<file path="src/rtl/impor_host.sv">
// Initiator for one IMPOR instance: buffers nine host operands, streams them
// on launch, then captures nine result beats into a host-readable buffer.
module impor_host #(
    parameter int BEATS   = 9,
    parameter int DW      = 3,
    parameter int TIMEOUT = 255
) (
    input  logic          clk,
    input  logic          rst,
    input  logic          ld_valid,
    input  logic [DW-1:0] ld_data,
    input  logic          go,
    input  logic [DW-1:0] go_mode,
    input  logic [3:0]    rd_addr,
    output logic [DW-1:0] rd_data,
    output logic          busy,
    output logic          done,
    output logic          timeout,
    output logic [DW-1:0] imp_in,
    output logic [DW-1:0] imp_mode,
    output logic          imp_in_valid,
    input  logic          imp_ready,
    input  logic [DW-1:0] imp_out,
    input  logic          imp_out_valid
);

    localparam logic [3:0] N_BEATS = 4'(BEATS);
    localparam logic [7:0] T_LAST  = 8'(TIMEOUT - 1);

    typedef enum logic [2:0] {
        IDLE,
        LOAD,
        WAIT_RDY,
        SEND,
        RECV,
        DONE,
        ERR
    } state_t;

    state_t        state;
    logic [DW-1:0] op  [BEATS];
    logic [DW-1:0] res [BEATS];
    logic [3:0]    cnt;
    logic [3:0]    sidx;
    logic [3:0]    rcnt;
    logic [7:0]    tcnt;
    logic [DW-1:0] mode_q;

    always_ff @(posedge clk) begin
        if (rst) begin
            state        <= IDLE;
            cnt          <= 4'd0;
            sidx         <= 4'd0;
            rcnt         <= 4'd0;
            tcnt         <= 8'd0;
            mode_q       <= '0;
            busy         <= 1'b0;
            done         <= 1'b0;
            timeout      <= 1'b0;
            imp_in       <= '0;
            imp_mode     <= '0;
            imp_in_valid <= 1'b0;
            for (int i = 0; i < BEATS; i++) begin
                op[i]  <= '0;
                res[i] <= '0;
            end
        end else begin
            case (state)
                IDLE, LOAD: begin
                    // A launch takes priority over a simultaneous (and thus surplus) load.
                    if (state == LOAD && go && cnt == N_BEATS) begin
                        mode_q <= go_mode;
                        rcnt   <= 4'd0;
                        busy   <= 1'b1;
                        state  <= WAIT_RDY;
                    end else if (ld_valid && cnt != N_BEATS) begin
                        op[cnt] <= ld_data;
                        cnt     <= cnt + 4'd1;
                        state   <= LOAD;
                    end
                end
                WAIT_RDY: begin
                    if (imp_ready) begin
                        imp_in_valid <= 1'b1;
                        imp_in       <= op[0];
                        imp_mode     <= mode_q;
                        sidx         <= 4'd1;
                        state        <= SEND;
                    end
                end
                SEND: begin
                    // The stream is not gated by ready once started.
                    if (sidx == N_BEATS) begin
                        imp_in_valid <= 1'b0;
                        imp_in       <= '0;
                        imp_mode     <= '0;
                        tcnt         <= 8'd0;
                        state        <= RECV;
                    end else begin
                        imp_in   <= op[sidx];
                        imp_mode <= '0;
                        sidx     <= sidx + 4'd1;
                    end
                end
                RECV: begin
                    if (imp_out_valid) begin
                        res[rcnt] <= imp_out;
                        rcnt      <= rcnt + 4'd1;
                        tcnt      <= 8'd0;
                        if (rcnt == N_BEATS - 4'd1) begin
                            busy  <= 1'b0;
                            done  <= 1'b1;
                            state <= DONE;
                        end
                    end else begin
                        tcnt <= tcnt + 8'd1;
                        if (tcnt == T_LAST) begin
                            busy    <= 1'b0;
                            timeout <= 1'b1;
                            state   <= ERR;
                        end
                    end
                end
                DONE, ERR: begin
                    if (ld_valid) begin
                        op[0]   <= ld_data;
                        cnt     <= 4'd1;
                        done    <= 1'b0;
                        timeout <= 1'b0;
                        state   <= LOAD;
                    end
                end
                default: state <= IDLE;
            endcase
        end
    end

    always_comb begin
        rd_data = '0;
        if (rd_addr < N_BEATS) rd_data = res[rd_addr];
    end

endmodule
</file>
<file path="config.mk">
export PLATFORM = sky130hd
export DESIGN_NAME = impor_host
export DESIGN_NICKNAME = d
export VERILOG_FILES = /design/src/rtl/impor_host.sv
export SDC_FILE = /design/constraint.sdc
export NUM_CORES = 1
export LEC_CHECK = 0
export CAP_MARGIN = 10
export CORE_MARGIN = 1
export CORE_UTILIZATION = 50
export DETAILED_ROUTE_END_ITERATION = 10
export HOLD_SLACK_MARGIN = 0.06
export PLACE_DENSITY = 0.67
export SYNTH_ARGS = -nofsm -noshare
export SYNTH_HDL_FRONTEND = slang
export SYNTH_SLANG_ARGS = --single-unit
</file>
<file path="constraint.sdc">
create_clock -name clk -period 1.95 [get_ports clk]
set_input_delay 0.39 -clock clk [delete_from_list [all_inputs] [get_ports clk]]
set_output_delay 0.39 -clock clk [all_outputs]
set_load 0.01 [all_outputs]
</file>
==> metrics.md <==
| Metric | Value |
|---|---|
| # DRC | 0 |
| Gr usage total | 0.238 |
| Final Max Tran Viols | 0 |
| Die W | between 100 and 150 µm |
| Clk slew on worst S/H paths | 0.06 ns |
| Mean number of vias per cell | approximately 5.6 |
| Core ar. | 0.0108 mm² |
| CP max stage cell | mux4_2 |
| Gr ovfl total | 0 |
| #FFs+latches synth | approximately 120 |
| Net Count, Synth | ~510 |
| Initial core utilization | 0.514 |
| Failing checks | negative setup slack |
| Worst Hold Depth | 3 |
| Switching fraction of total power | 0.216 |
| Port Buffers | 31 |
| Post-CTS Setup Repair Bufs | 0 |
| Fin. Hold Viols | 0 |
| Worst R2R End | imp_in[0] |
| Synth cell count leaders | 75 x edfxtp_1, 40 x dfxtp_1, 39 x and2_1, 36 x nor2_1, 29 x a21oi_1 |
| CTS tree | built |
| Mux cell area share after synthesis | 0.0881 |
| Post-synth top area cell | edfxtp_1 |
| Largest family of logic cells by synthesized area | simple AND/OR/NAND/NOR gates |
| Mapped Area | roughly 0.0056 mm² |
| Worst Hold Endpoint | mode_q[0] |
| Hold Crit Start | go_mode[0] |
| CTS root buf | clkbuf_8 |
| Max FO, Critical Path | 1 |
| Mean post-synth cell area | 11.5 µm² |
| DP HPWL | 9010 µm |
| Max-cap viol count | 0 |
| Die ar. | ~0.012 mm² |
| VDD IR max | between 0.5 and 0.6 mV |
| Clock power share | 0.482 |
| Internal Pwr Total | between 0.004 and 0.005 W |
| Final WL | around 12000 µm |
| Combinational Power Share | 0.062 |
| P&R area growth vs syn | 26.2% |
| Hold Path Class | input port to register |
| Max incr delay on CP | between 0.4 and 0.5 ns |
| Status | finished with violations |
| Routed len/inst | between 15 and 20 µm |
| DR pass1 iterations | 7 |
| Simple-gate share of the synthesized area | 0.207 |
| Post-synth cell types | 56 |
| Hold_ws | 0.483 ns |
| Final setup margin | -0.353 ns |
| Nets | 602 |
| Final period utilization | 1.18 |
| Post-layout util | 0.648 |
| CTS Buf Count | 17 |
| Count leader, synth | edfxtp_1 |
| Synth top area share | 0.404 |
| Switch Pwr | approximately 0.0013 W |
| DR iter-0 viols | roughly 280 |
| Worst EP required | between 1.5 and 2 ns |
| Adder-Cell Fraction of Synth Area | 0.0261 |
| CTS sink count | 115 |
| First-pass GRT wire length | around 20000 µm |
| Setup CP Type | register to primary output |
| Compound-Gate Fraction of Synth Area | 0.0829 |
| Cells after synthesis | just under 500 |
| Layout cells sized above 1 | 0.242 |
| Worst EP arrival | 1.91 ns |
| RSZ-0062 raised after global routing | true |
| Critical path cell sequence | mux4_2, nor2b_1, a31oi_1, o22ai_1, buf_2 |
| Register area share after synthesis | 0.548 |
| H-tree Lvls | 4 |
| XOR/XNOR Fraction of Synth Area | 0.0110 |
| Max Clock Skew | around 0.0061 ns |
| ANT nets after route | 0 |
| CP startpoint kind | register |
| Worst R2R Path Depth | 5 |
| Die height | between 100 and 150 µm |
| Yosys warnings | 0 |
| FILL cells | 859 |
| Slew headroom | 0.612 |
| Final antenna diode count | 0 |
| # IOs | 32 |
| EDFF count, synth | between 70 and 80 |
| Top cells by area, synth | edfxtp_1 40%, dfxtp_1 14%, mux4_2 7.7%, and2_1 4.4%, a21oi_1 2.6% |
| Clock Tree Buf Depth | 2 |
| Worst slew pin tran | ~0.58 ns |
| Skew-Pair Late Insertion Delay | around 0.52 ns |
| Sequential share of power | 0.455 |
| Tmin final | roughly 2.3 ns |
| Rows | 38 |
| Hold buffers post-CTS | 0 |
| Number of global-route vias before repair | around 4200 |
| Count of final setup violators | 3 |
| Most used DFF post-synth | edfxtp_1 |
| Total leakage power | approximately 2.7 nW |
| Initial antenna violation count | 0 |
| Async SR Flop Fraction | 0 |
| Crit end category | primary output |
| R2r setup slk | around 0.07 ns |
| Pwr/cell area | 832 mW/mm² |
| Placer Congestion | approximately 0.83 |
| Fmax | roughly 430 MHz |
| Via count | 4084 |
| Largest net degree at the start of global routing | 42 |
-- per-layer routing --
metal	vias to the layer above	GRT usage	part of all wire
met3	20	0.0587	0.043
met5	-	0	0
met2	113	0.389	0.49
met4	0	0.0890	0.016
met1	1976	0.307	0.45
li1	1975	-	-
-- worst max-delay path by stage --
stage | cells past startpoint | to | startpoint
floorplan | 5 | op[7][0] | rst
global placement | 6 | rd_data[0] | rd_addr[0]
detailed placement | 6 | rd_data[2] | rd_addr[0]
CTS | 5 | rd_data[1] | res[0][1]
global route | 5 | rd_data[1] | res[3][1]
finish | 5 | rd_data[1] | res[3][1]
-- layout make-up --
type                       instances  area (µm²)  area share
sequential                       115        3050       0.434
multi-input combinational        320        2350       0.335
timing repair buffer             103         853       0.121
clock buffer                      17         414      0.0589
tap                              140         175      0.0249
clock inverter                    12         119      0.0169
inverter                          16        60.1     0.00855
-- flip-flops by register name (all words and copies together) (netlist names), named ones only --
name          count
op               48
res              27
tcnt              8
cnt               4
rcnt              4
sidx              4
imp_in            3
imp_mode          3
mode_q            3
state             3
busy              1
done              1
imp_in_valid      1
timeout           1
-- power by group through the flow --
stage               clock (W)  sequential, W  combinational, W
detailed placement          0        0.00271          0.000356
CTS                   0.00287        0.00266          0.000357
global route          0.00296        0.00267          0.000394
floorplan                   0        0.00270          0.000183
finish                0.00282        0.00266          0.000363
global placement            0        0.00271          0.000345
-- placed cells by master, fill, tap and decap left out, types with 5 or more instances in the layout --
cell type / instances
edfxtp_1: 75
buf_4: 70
dfxtp_1: 40
and2_1: 39
nor2_1: 36
a21oi_1: 28
clkdlybuf4s50_1: 26
nand3_1: 20
mux4_2: 19
nand2_1: 18
nor3_1: 17
inv_1: 16
and3_1: 16
clkbuf_16: 16
o21ai_0: 14
ha_1: 10
nand2b_1: 9
or2_2: 7
xor2_1: 7
nand3b_1: 7
a22oi_1: 7
clkinv_2: 7
nand4_1: 5
nor4_1: 5
-- metrics by stage --
| step | worst slack (ns) | TNS [ns] | total power, W | cells | cell area [µm²] |
|---|---|---|---|---|---|
| after floorplan | 0.00253 | 0 | 0.00289 | 483 | 5580 |
| after detailed placement | -0.892 | -38.19 | 0.00307 | 694 | 6470 |
| after global routing | -0.421 | -0.968 | 0.00602 | 723 | 7030 |
| after global placement | -0.721 | -33.00 | 0.00306 | 694 | 6470 |
| after CTS | -0.398 | -0.894 | 0.00589 | 723 | 7010 |
| final | -0.353 | -0.779 | 0.00585 | 723 | 7030 |
-- logic make-up after synthesis --
family | after synthesis
AOI/OAI and AO/OA | 75
xor gates and xnor gates | 7
adders and majority gates | 12
buffers and inverters | 48
DFF | 115
muxes | 25
and+or+nand+nor | 201
-- worst max-delay path: cells and delay by family (launching register included) --
kind | cells | cell delay, ns
buffers and inverters | 1 | 0.14
DFF | 1 | 0.38
and+or+nand+nor | 1 | 0.14
AOI/OAI and AO/OA | 2 | 0.27
muxes | 1 | 0.47
-- repair_timing --
| item | in CTS | in global routing |
|---|---|---|
| pin swaps | 3 | 1 |
| endpoints found under the setup margin | 3 | 8 |
| gates resized for setup | 14 | 3 |
Power figures use the tool's default switching activity.
